**src/rtl/codec_ctrl_req_pkg.sv**
```systemverilog
// Shared types and constants for the codec control request front end.
// Latency: n/a (types, constants and helpers only).
// Backpressure: n/a.
package codec_ctrl_req_pkg;

    localparam int CLK_HZ_DEF      = 50_000_000;
    localparam int DEBOUNCE_MS_DEF = 20;

    // Cycles a key must hold a new level before the debouncer accepts it.
    function automatic int debounce_cycles(input int clk_hz, input int ms);
        return ms * (clk_hz / 1000);
    endfunction

    localparam int DEBOUNCE_CNT = DEBOUNCE_MS_DEF * (CLK_HZ_DEF / 1000);

    typedef enum logic [1:0] {
        ST_IDLE      = 2'd0,
        ST_ISSUE     = 2'd1,
        ST_GAP       = 2'd2,
        ST_WAIT_IDLE = 2'd3
    } state_e;

    // Request classes, listed in issue priority order.
    typedef enum logic [1:0] {
        REQ_MIC  = 2'd0,
        REQ_VOL  = 2'd1,
        REQ_BCLK = 2'd2,
        REQ_NONE = 2'd3
    } req_cls_e;

    typedef struct packed {
        logic mic;
        logic vol;
        logic bclk;
    } pend_t;

endpackage

```
**src/rtl/codec_ctrl_req_if.sv**
```systemverilog
// Control bus between the request front end and the WM8960 init engine.
// Latency: n/a (wires only).
// Backpressure: i2c_idle low holds off new requests; Go strobes are not acknowledged.
interface codec_ctrl_req_if;
    logic       i2c_idle;
    logic       MICB_Power;
    logic       MICB_Go;
    logic [7:0] volume_8;
    logic       vol_Go;
    logic [3:0] BCLK_ctrl;
    logic       BCLK_Go;
    logic       busy;

    modport master (
        input  i2c_idle,
        output MICB_Power, MICB_Go, volume_8, vol_Go, BCLK_ctrl, BCLK_Go, busy
    );

    modport slave (
        output i2c_idle,
        input  MICB_Power, MICB_Go, volume_8, vol_Go, BCLK_ctrl, BCLK_Go, busy
    );
endinterface

```
**src/rtl/codec_ctrl_req_key_debounce.sv**
```systemverilog
// Key debouncer: 2-FF sync, stability counter, one-cycle pulse per accepted press.
// Latency: press pulse ~CNT+3 cycles after the raw key settles low.
// Backpressure: none; the pulse is fire-and-forget.
module codec_ctrl_req_key_debounce
    import codec_ctrl_req_pkg::*;
#(
    parameter int CNT = DEBOUNCE_CNT
) (
    input  logic Clk,
    input  logic Rst_n,
    input  logic key_n,
    output logic press
);
    localparam int CW = (CNT > 1) ? $clog2(CNT + 1) : 1;

    logic          sync1_q;
    logic          sync2_q;
    logic          samp_q;
    logic          stable_q;
    logic          press_q;
    logic [CW-1:0] cnt_q;
    logic          settled;
    logic          matured;

    // The synced level has not moved since last cycle and differs from the accepted level.
    assign settled = (sync2_q == samp_q) && (sync2_q != stable_q);
    assign matured = (cnt_q == CW'(CNT - 1));

    // Synchronise the raw key and keep one extra sample to detect changes; released = 1.
    always_ff @(posedge Clk or negedge Rst_n) begin
        if (!Rst_n) begin
            sync1_q <= 1'b1;
            sync2_q <= 1'b1;
            samp_q  <= 1'b1;
        end else begin
            sync1_q <= key_n;
            sync2_q <= sync1_q;
            samp_q  <= sync2_q;
        end
    end

    // Count stable cycles of a new level; any change restarts the count.
    always_ff @(posedge Clk or negedge Rst_n) begin
        if (!Rst_n) begin
            cnt_q <= '0;
        end else if (!settled || matured) begin
            cnt_q <= '0;
        end else begin
            cnt_q <= cnt_q + CW'(1);
        end
    end

    // Accept the new level once mature; only a 1->0 acceptance is a press.
    always_ff @(posedge Clk or negedge Rst_n) begin
        if (!Rst_n) begin
            stable_q <= 1'b1;
            press_q  <= 1'b0;
        end else begin
            press_q <= settled && matured && !sync2_q;
            if (settled && matured) begin
                stable_q <= sync2_q;
            end
        end
    end

    assign press = press_q;

endmodule

```
**src/rtl/codec_ctrl_req.sv**
```systemverilog
// Panel-key front end for WM8960 config: settings regs, coalescing pendings, serialised Go strobes.
// Latency: press accepted in IDLE with i2c_idle high -> Go strobe 3 cycles later.
// Backpressure: one request in flight; waits GAP_CYCLES then for i2c_idle before the next.
module codec_ctrl_req
    import codec_ctrl_req_pkg::*;
#(
    parameter int         CLK_HZ      = CLK_HZ_DEF,
    parameter int         DEBOUNCE_MS = DEBOUNCE_MS_DEF,
    parameter logic [7:0] VOL_DEFAULT = 8'd200,
    parameter logic [7:0] VOL_STEP    = 8'd8,
    parameter logic [3:0] BCLK_MAX    = 4'd7,
    parameter int         GAP_CYCLES  = 64
) (
    input  logic             Clk,
    input  logic             Rst_n,
    input  logic             key_vol_up_n,
    input  logic             key_vol_dn_n,
    input  logic             key_mic_n,
    input  logic             key_bclk_n,
    codec_ctrl_req_if.master ctl
);
    localparam int DB_CNT = debounce_cycles(CLK_HZ, DEBOUNCE_MS);
    localparam int GW     = (GAP_CYCLES > 1) ? $clog2(GAP_CYCLES + 1) : 1;

    logic press_up, press_dn, press_mic, press_bclk;
    logic vol_up_only, vol_dn_only;

    logic       mic_r;
    logic [7:0] vol_r;
    logic [3:0] bclk_r;
    logic [8:0] vol_sum;
    logic [7:0] vol_inc, vol_dec;

    pend_t    pend_q;
    state_e   state_q, state_d;
    req_cls_e issue_cls;
    logic [GW-1:0] gap_cnt_q;

    logic       micb_sh_q, micb_go_q;
    logic [7:0] vol_sh_q;
    logic       vol_go_q;
    logic [3:0] bclk_sh_q;
    logic       bclk_go_q;

    codec_ctrl_req_key_debounce #(.CNT(DB_CNT)) u_db_up   (.Clk, .Rst_n, .key_n(key_vol_up_n), .press(press_up));
    codec_ctrl_req_key_debounce #(.CNT(DB_CNT)) u_db_dn   (.Clk, .Rst_n, .key_n(key_vol_dn_n), .press(press_dn));
    codec_ctrl_req_key_debounce #(.CNT(DB_CNT)) u_db_mic  (.Clk, .Rst_n, .key_n(key_mic_n),    .press(press_mic));
    codec_ctrl_req_key_debounce #(.CNT(DB_CNT)) u_db_bclk (.Clk, .Rst_n, .key_n(key_bclk_n),   .press(press_bclk));

    // Up and down in the same cycle cancel out entirely.
    assign vol_up_only = press_up && !press_dn;
    assign vol_dn_only = press_dn && !press_up;

    // Saturating volume step: 9-bit sum clips at 255, subtraction clips at 0.
    always_comb begin
        vol_sum = {1'b0, vol_r} + {1'b0, VOL_STEP};
        vol_inc = vol_sum[8] ? 8'hFF : vol_sum[7:0];
        vol_dec = (vol_r < VOL_STEP) ? 8'h00 : (vol_r - VOL_STEP);
    end

    // Working settings follow presses immediately, whatever the FSM is doing.
    always_ff @(posedge Clk or negedge Rst_n) begin
        if (!Rst_n) begin
            mic_r  <= 1'b0;
            vol_r  <= VOL_DEFAULT;
            bclk_r <= 4'd0;
        end else begin
            if (vol_up_only) begin
                vol_r <= vol_inc;
            end else if (vol_dn_only) begin
                vol_r <= vol_dec;
            end
            if (press_mic) begin
                mic_r <= ~mic_r;
            end
            if (press_bclk) begin
                bclk_r <= (bclk_r == BCLK_MAX) ? 4'd0 : bclk_r + 4'd1;
            end
        end
    end

    // Pending flags: a press sets, issuing clears, and a same-cycle press wins.
    always_ff @(posedge Clk or negedge Rst_n) begin
        if (!Rst_n) begin
            pend_q <= '0;
        end else begin
            pend_q.mic  <= press_mic                      ? 1'b1 :
                           (issue_cls == REQ_MIC)          ? 1'b0 : pend_q.mic;
            pend_q.vol  <= (vol_up_only || vol_dn_only)   ? 1'b1 :
                           (issue_cls == REQ_VOL)          ? 1'b0 : pend_q.vol;
            pend_q.bclk <= press_bclk                     ? 1'b1 :
                           (issue_cls == REQ_BCLK)         ? 1'b0 : pend_q.bclk;
        end
    end

    // FSM state register.
    always_ff @(posedge Clk or negedge Rst_n) begin
        if (!Rst_n) begin
            state_q <= ST_IDLE;
        end else begin
            state_q <= state_d;
        end
    end

    // Next state and issue selection; mic has priority over vol over bclk.
    always_comb begin
        state_d   = state_q;
        issue_cls = REQ_NONE;
        case (state_q)
            ST_IDLE: begin
                if ((pend_q != '0) && ctl.i2c_idle) begin
                    state_d = ST_ISSUE;
                end
            end
            ST_ISSUE: begin
                if (pend_q.mic) begin
                    issue_cls = REQ_MIC;
                end else if (pend_q.vol) begin
                    issue_cls = REQ_VOL;
                end else if (pend_q.bclk) begin
                    issue_cls = REQ_BCLK;
                end
                state_d = ST_GAP;
            end
            ST_GAP: begin
                if (gap_cnt_q == GW'(GAP_CYCLES - 1)) begin
                    state_d = ST_WAIT_IDLE;
                end
            end
            ST_WAIT_IDLE: begin
                if (ctl.i2c_idle) begin
                    state_d = ST_IDLE;
                end
            end
            default: state_d = ST_IDLE;
        endcase
    end

    // Gap counter gives the init engine time to drop i2c_idle before it is trusted.
    always_ff @(posedge Clk or negedge Rst_n) begin
        if (!Rst_n) begin
            gap_cnt_q <= '0;
        end else if (state_q == ST_GAP) begin
            gap_cnt_q <= gap_cnt_q + GW'(1);
        end else begin
            gap_cnt_q <= '0;
        end
    end

    // Shadow outputs load only on issue and stay put until the next issue of that class.
    always_ff @(posedge Clk or negedge Rst_n) begin
        if (!Rst_n) begin
            micb_sh_q <= 1'b0;
            vol_sh_q  <= VOL_DEFAULT;
            bclk_sh_q <= 4'd0;
            micb_go_q <= 1'b0;
            vol_go_q  <= 1'b0;
            bclk_go_q <= 1'b0;
        end else begin
            micb_go_q <= 1'b0;
            vol_go_q  <= 1'b0;
            bclk_go_q <= 1'b0;
            case (issue_cls)
                REQ_MIC: begin
                    micb_sh_q <= mic_r;
                    micb_go_q <= 1'b1;
                end
                REQ_VOL: begin
                    vol_sh_q <= vol_r;
                    vol_go_q <= 1'b1;
                end
                REQ_BCLK: begin
                    bclk_sh_q <= bclk_r;
                    bclk_go_q <= 1'b1;
                end
                default: ;
            endcase
        end
    end

    assign ctl.MICB_Power = micb_sh_q;
    assign ctl.MICB_Go    = micb_go_q;
    assign ctl.volume_8   = vol_sh_q;
    assign ctl.vol_Go     = vol_go_q;
    assign ctl.BCLK_ctrl  = bclk_sh_q;
    assign ctl.BCLK_Go    = bclk_go_q;
    assign ctl.busy       = (state_q != ST_IDLE);

endmodule
```
**src/flat_wrapper.sv**
```systemverilog
// flat-port wrapper written by rule: the top's interface ports become plain ports
module codec_ctrl_req_flat import codec_ctrl_req_pkg::*;
#(
    parameter int         CLK_HZ      = CLK_HZ_DEF,
    parameter int         DEBOUNCE_MS = DEBOUNCE_MS_DEF,
    parameter logic [7:0] VOL_DEFAULT = 8'd200,
    parameter logic [7:0] VOL_STEP    = 8'd8,
    parameter logic [3:0] BCLK_MAX    = 4'd7,
    parameter int         GAP_CYCLES  = 64
)
  (Clk, Rst_n, key_vol_up_n, key_vol_dn_n, key_mic_n, key_bclk_n, ctl_i2c_idle, ctl_MICB_Power, ctl_MICB_Go, ctl_volume_8, ctl_vol_Go, ctl_BCLK_ctrl, ctl_BCLK_Go, ctl_busy);
  codec_ctrl_req_if ctl_i ();
  input  logic Clk;
  input  logic Rst_n;
  input  logic key_vol_up_n;
  input  logic key_vol_dn_n;
  input  logic key_mic_n;
  input  logic key_bclk_n;
  input wire logic [$bits(ctl_i.i2c_idle)-1:0] ctl_i2c_idle;
  output wire logic [$bits(ctl_i.MICB_Power)-1:0] ctl_MICB_Power;
  output wire logic [$bits(ctl_i.MICB_Go)-1:0] ctl_MICB_Go;
  output wire logic [$bits(ctl_i.volume_8)-1:0] ctl_volume_8;
  output wire logic [$bits(ctl_i.vol_Go)-1:0] ctl_vol_Go;
  output wire logic [$bits(ctl_i.BCLK_ctrl)-1:0] ctl_BCLK_ctrl;
  output wire logic [$bits(ctl_i.BCLK_Go)-1:0] ctl_BCLK_Go;
  output wire logic [$bits(ctl_i.busy)-1:0] ctl_busy;
  assign ctl_i.i2c_idle = ctl_i2c_idle;
  assign ctl_MICB_Power = ctl_i.MICB_Power;
  assign ctl_MICB_Go = ctl_i.MICB_Go;
  assign ctl_volume_8 = ctl_i.volume_8;
  assign ctl_vol_Go = ctl_i.vol_Go;
  assign ctl_BCLK_ctrl = ctl_i.BCLK_ctrl;
  assign ctl_BCLK_Go = ctl_i.BCLK_Go;
  assign ctl_busy = ctl_i.busy;
  codec_ctrl_req #(.CLK_HZ(CLK_HZ), .DEBOUNCE_MS(DEBOUNCE_MS), .VOL_DEFAULT(VOL_DEFAULT), .VOL_STEP(VOL_STEP), .BCLK_MAX(BCLK_MAX), .GAP_CYCLES(GAP_CYCLES)) u_core (.Clk(Clk), .Rst_n(Rst_n), .key_vol_up_n(key_vol_up_n), .key_vol_dn_n(key_vol_dn_n), .key_mic_n(key_mic_n), .key_bclk_n(key_bclk_n), .ctl(ctl_i));
endmodule
```
**config.mk**
```make
export PLATFORM = sky130hd
export DESIGN_NAME = codec_ctrl_req_flat
export DESIGN_NICKNAME = d
export VERILOG_FILES = /design/src/rtl/codec_ctrl_req_pkg.sv /design/src/rtl/codec_ctrl_req_if.sv /design/src/rtl/codec_ctrl_req_key_debounce.sv /design/src/rtl/codec_ctrl_req.sv /design/src/flat_wrapper.sv
export SDC_FILE = /design/constraint.sdc
export NUM_CORES = 1
export LEC_CHECK = 0
export CELL_PAD_IN_SITES_DETAIL_PLACEMENT = 0
export CELL_PAD_IN_SITES_GLOBAL_PLACEMENT = 1
export CORE_ASPECT_RATIO = 1.2
export CORE_MARGIN = 10
export CORE_UTILIZATION = 48
export CTS_CLUSTER_DIAMETER = 60
export DETAILED_ROUTE_END_ITERATION = 16
export GPL_ROUTABILITY_DRIVEN = 0
export PLACE_DENSITY_LB_ADDON = 0.1
export SETUP_SLACK_MARGIN = 0.5
export SYNTH_ARGS = -nofsm -noshare
export SYNTH_HDL_FRONTEND = slang
export SYNTH_SLANG_ARGS = --single-unit
```
**constraint.sdc**
```tcl
create_clock -name Clk -period 2.2 [get_ports Clk]
set_input_delay 0.44 -clock Clk [delete_from_list [all_inputs] [get_ports Clk]]
set_output_delay 0.44 -clock Clk [all_outputs]
set_load 0.05 [all_outputs]
```
==> flow_summary_export.csv <==
group,metric,value,unit
cts,cts_num_sinks,137,
power_and_ir_drop,ir_worst_vdd,565,uV
synth,synth.avg_cell_area,10.2,um^2
synth,syn_inst,639,
synth,ys_seq_area_share,53.1,%
global_routing,grt_max_degree,52,
global_routing,grt_first_pass_wirelength,24.4,mm
synth,ys.warnings.count,0,
global_routing,grt_pass1_vias,5263,
global_routing,grtUsageTotal,15.5,%
sta,finalSetupTns,0,ns
sta,post-route-period-util,90.6,%
synth,syn_area,6510,um^2
power_and_ir_drop,power_density,607,nW/um^2
layout,final_common_cell,"dfrtp_1",
run_status,status,"complete, no violations",
synth,synth_mux_area_share,1.90,%
synth,synth_edf_count,0,
cts,clk_latency,0.42,ns
layout,drive_above_1_share,37.7,%
layout,num-nets-final,778,
layout,mostFrequentLayoutCells,"dfrtp_1 (90), buf_4 (75), nand2_1 (47), nor2_1 (47), xnor2_1 (42)",
place,port_buffers,23,
routing,first_pass_iters,4,
sta,hold_viol_final,0,
critical_path,crit_type,"reg2reg",
synth,synth_fa_ha_area_share,2.69,%
sta,fin_ws,0.206,ns
cts,cts_max_level,4,
cts,cts_buffers,17,
synth,async_flop_share,100,%
global_routing,antenna_found_initial,0,
sta,period_needed,1.99,ns
routing,routed_wl,14.6,mm
die,core,13200,um^2
sta,slew_headroom,67.6,%
power_and_ir_drop,p_leak,3.46,nW
die,rows,46,
die,dieWidth,126,um
layout,area_growth,33.6,%
hold_path,hold_class,"reg2reg",
critical_path,end_kind,"register",
cts,clk_pin_slew,0.06,ns
cts,cts_tree,"done",
synth,ys_seq_elements,137,
die,dieHeight,148,um
synth,synth-compound-area-share,8.87,%
flow_run,maxCapViolCount,0,
synth,synthSimpleGateAreaFrac,23.3,%
sta,clock_skew,0.00569,ns
routing,dr.first_iter.drc_count,392,
sta,worst_pin_slew,0.485,ns
place,dpl_worst_slack,0.227,ns
place,place_hpwl,8.78,mm
critical_path,cp-start-kind,"register",
die,dieArea,18600,um^2
cts,root_buffer,"clkbuf_16",
die,pin_count,24,
routing,ant_nets,0,
routing,drcViolationCount,0,
synth,synth_flop_cell,"dfrtp_1",
die,start_util,49.2,%
sta,slew_violations,0,
cts,clock_path_buffers,2,
sta,rsz0062_at_grt,"true",
synth,synth_top_family_by_area,"simple AND/OR/NAND/NOR gates",
global_routing,overflow,0,
layout,diodes,0,
synth,synth_xor_xnor_area_share,7.66,%
routing,via_per_inst,5.58,
sta,fin_hold_ws,0.356,ns
synth,synth_nets,660,
sta,fmax,502,MHz
critical_path,worstPathRequired,2.50,ns
synth,synth.distinct_cells,54,
critical_path,worst_ep_arrival_time,2.29,ns
routing,post_drt_wl_per_cell,15.6,um
routing,vias,5233,
sta,finalSetupViolCount,0,
critical_path,crit_fanout,7,
[where the power goes]
group          total, mW  leakage (nW)  switching (mW)  internal (mW)
logic              0.177          1.42           0.110         0.0673
registers           2.57          1.78          0.0183           2.55
clock network       2.54         0.261            1.03           1.51
total               5.28          3.46            1.16           4.12
[per-stage QoR]
stage / util, % / std cells / instance area (um^2) / power, mW
after global placement: 53.5 / 831 / 7080 / 2.73
final: 65.7 / 937 / 8700 / 5.28
after CTS: 62.0 / 909 / 8210 / 5.32
after floorplan: - / 639 / 6570 / 2.64
after global routing: 65.7 / 937 / 8700 / 5.50
after detailed placement: 53.5 / 831 / 7080 / 2.74
[cell usage after synthesis, types with 3 or more instances]
library cell | number | area, um^2
a21o_1 | 3 | 22.5
a21oi_1 | 29 | 145
and2_1 | 7 | 43.8
and3_1 | 13 | 81.3
and4_1 | 3 | 26.3
buf_2 | 3 | 15.0
clkbuf_1 | 7 | 26.3
dfrtp_1 | 115 | 2880
dfstp_2 | 22 | 578
ha_1 | 14 | 175
inv_1 | 26 | 97.6
mux2_2 | 11 | 124
nand2_1 | 49 | 184
nand3_1 | 41 | 205
nand3b_1 | 3 | 22.5
nand4_1 | 11 | 68.8
nor2_1 | 68 | 255
nor2b_1 | 5 | 31.3
nor3_1 | 17 | 85.1
nor4_1 | 17 | 106
nor4b_1 | 5 | 43.8
o21ai_0 | 26 | 130
o31ai_1 | 14 | 105
or3_1 | 21 | 131
or3b_2 | 4 | 35.0
or4_1 | 11 | 82.6
xnor2_1 | 42 | 368
xor2_1 | 15 | 131
[critical path, cell delays in order (launching register included)]
cell and delay (ns):
dfrtp_1 0.38, or4_4 0.55, or4_4 0.52, o21ai_4 0.20, buf_6 0.18, a21oi_2 0.04
[area by class of cell]
| type | instances | area, um^2 |
|---|---|---|
| well taps | 168 | 210 |
| clock buffers | 22 | 474 |
| clock inverters | 9 | 50.0 |
| repair buffers | 112 | 973 |
| inverters | 26 | 97.6 |
| multi-input cells | 463 | 3410 |
| fillers | 1032 | 4540 |
| flip-flops and latches | 137 | 3490 |
[worst paths after layout]
check | slack, ns | from | to | cells past startpoint
max | 0.21 | u_core.u_db_bclk.cnt_q[12] | u_core.u_db_bclk.cnt_q[15] | 5
min | 0.36 | u_core.u_db_dn.sync1_q | u_core.u_db_dn.sync2_q | 0
max reg2reg | 0.21 | u_core.u_db_bclk.cnt_q[12] | u_core.u_db_bclk.cnt_q[15] | 5
min reg2reg | 0.36 | u_core.u_db_dn.sync1_q | u_core.u_db_dn.sync2_q | 0
max in group asynchronous | 1.01 | Rst_n | u_core.u_db_up.sync1_q | 3
min in group asynchronous | 0.53 | Rst_n | u_core.u_db_dn.cnt_q[11] | 2
[metal layers]
layer | global-route usage (%) | vias to the layer above | part of all wire [%]
met3 | 4.29 | 22 | 3.3
met4 | 7.35 | 0 | 2.0
met2 | 25.7 | 81 | 52
met5 | 0 | - | 0
li1 | - | 2520 | -
met1 | 18.1 | 2610 | 42
[logic make-up after synthesis]
group | after synthesis
AND/OR/NAND/NOR | 287
flip-flops | 137
AO/OA/AOI/OAI | 94
XOR/XNOR | 57
buffers and inverters | 39
adder cells (fa/ha/maj) | 14
multiplexers | 11
[flip-flops by register name, indices dropped and copies added (netlist names), 6 cells and up]
name / flops
u_core.ctl.volume_8: 6
u_core.gap_cnt_q: 7
u_core.u_db_bclk.cnt_q: 20
u_core.u_db_dn.cnt_q: 20
u_core.u_db_mic.cnt_q: 20
u_core.u_db_up.cnt_q: 20
u_core.vol_r: 6
[repair_timing]
action,4_1_cts,5_1_grt
endpoints found under the hold margin,43,0
gates resized for setup,111,91
buffers inserted,43,27
setup endpoints to repair,95,85
hold buffers,1,0
pin swaps,20,44
cloned,3,1
Power figures use the tool's default switching activity.
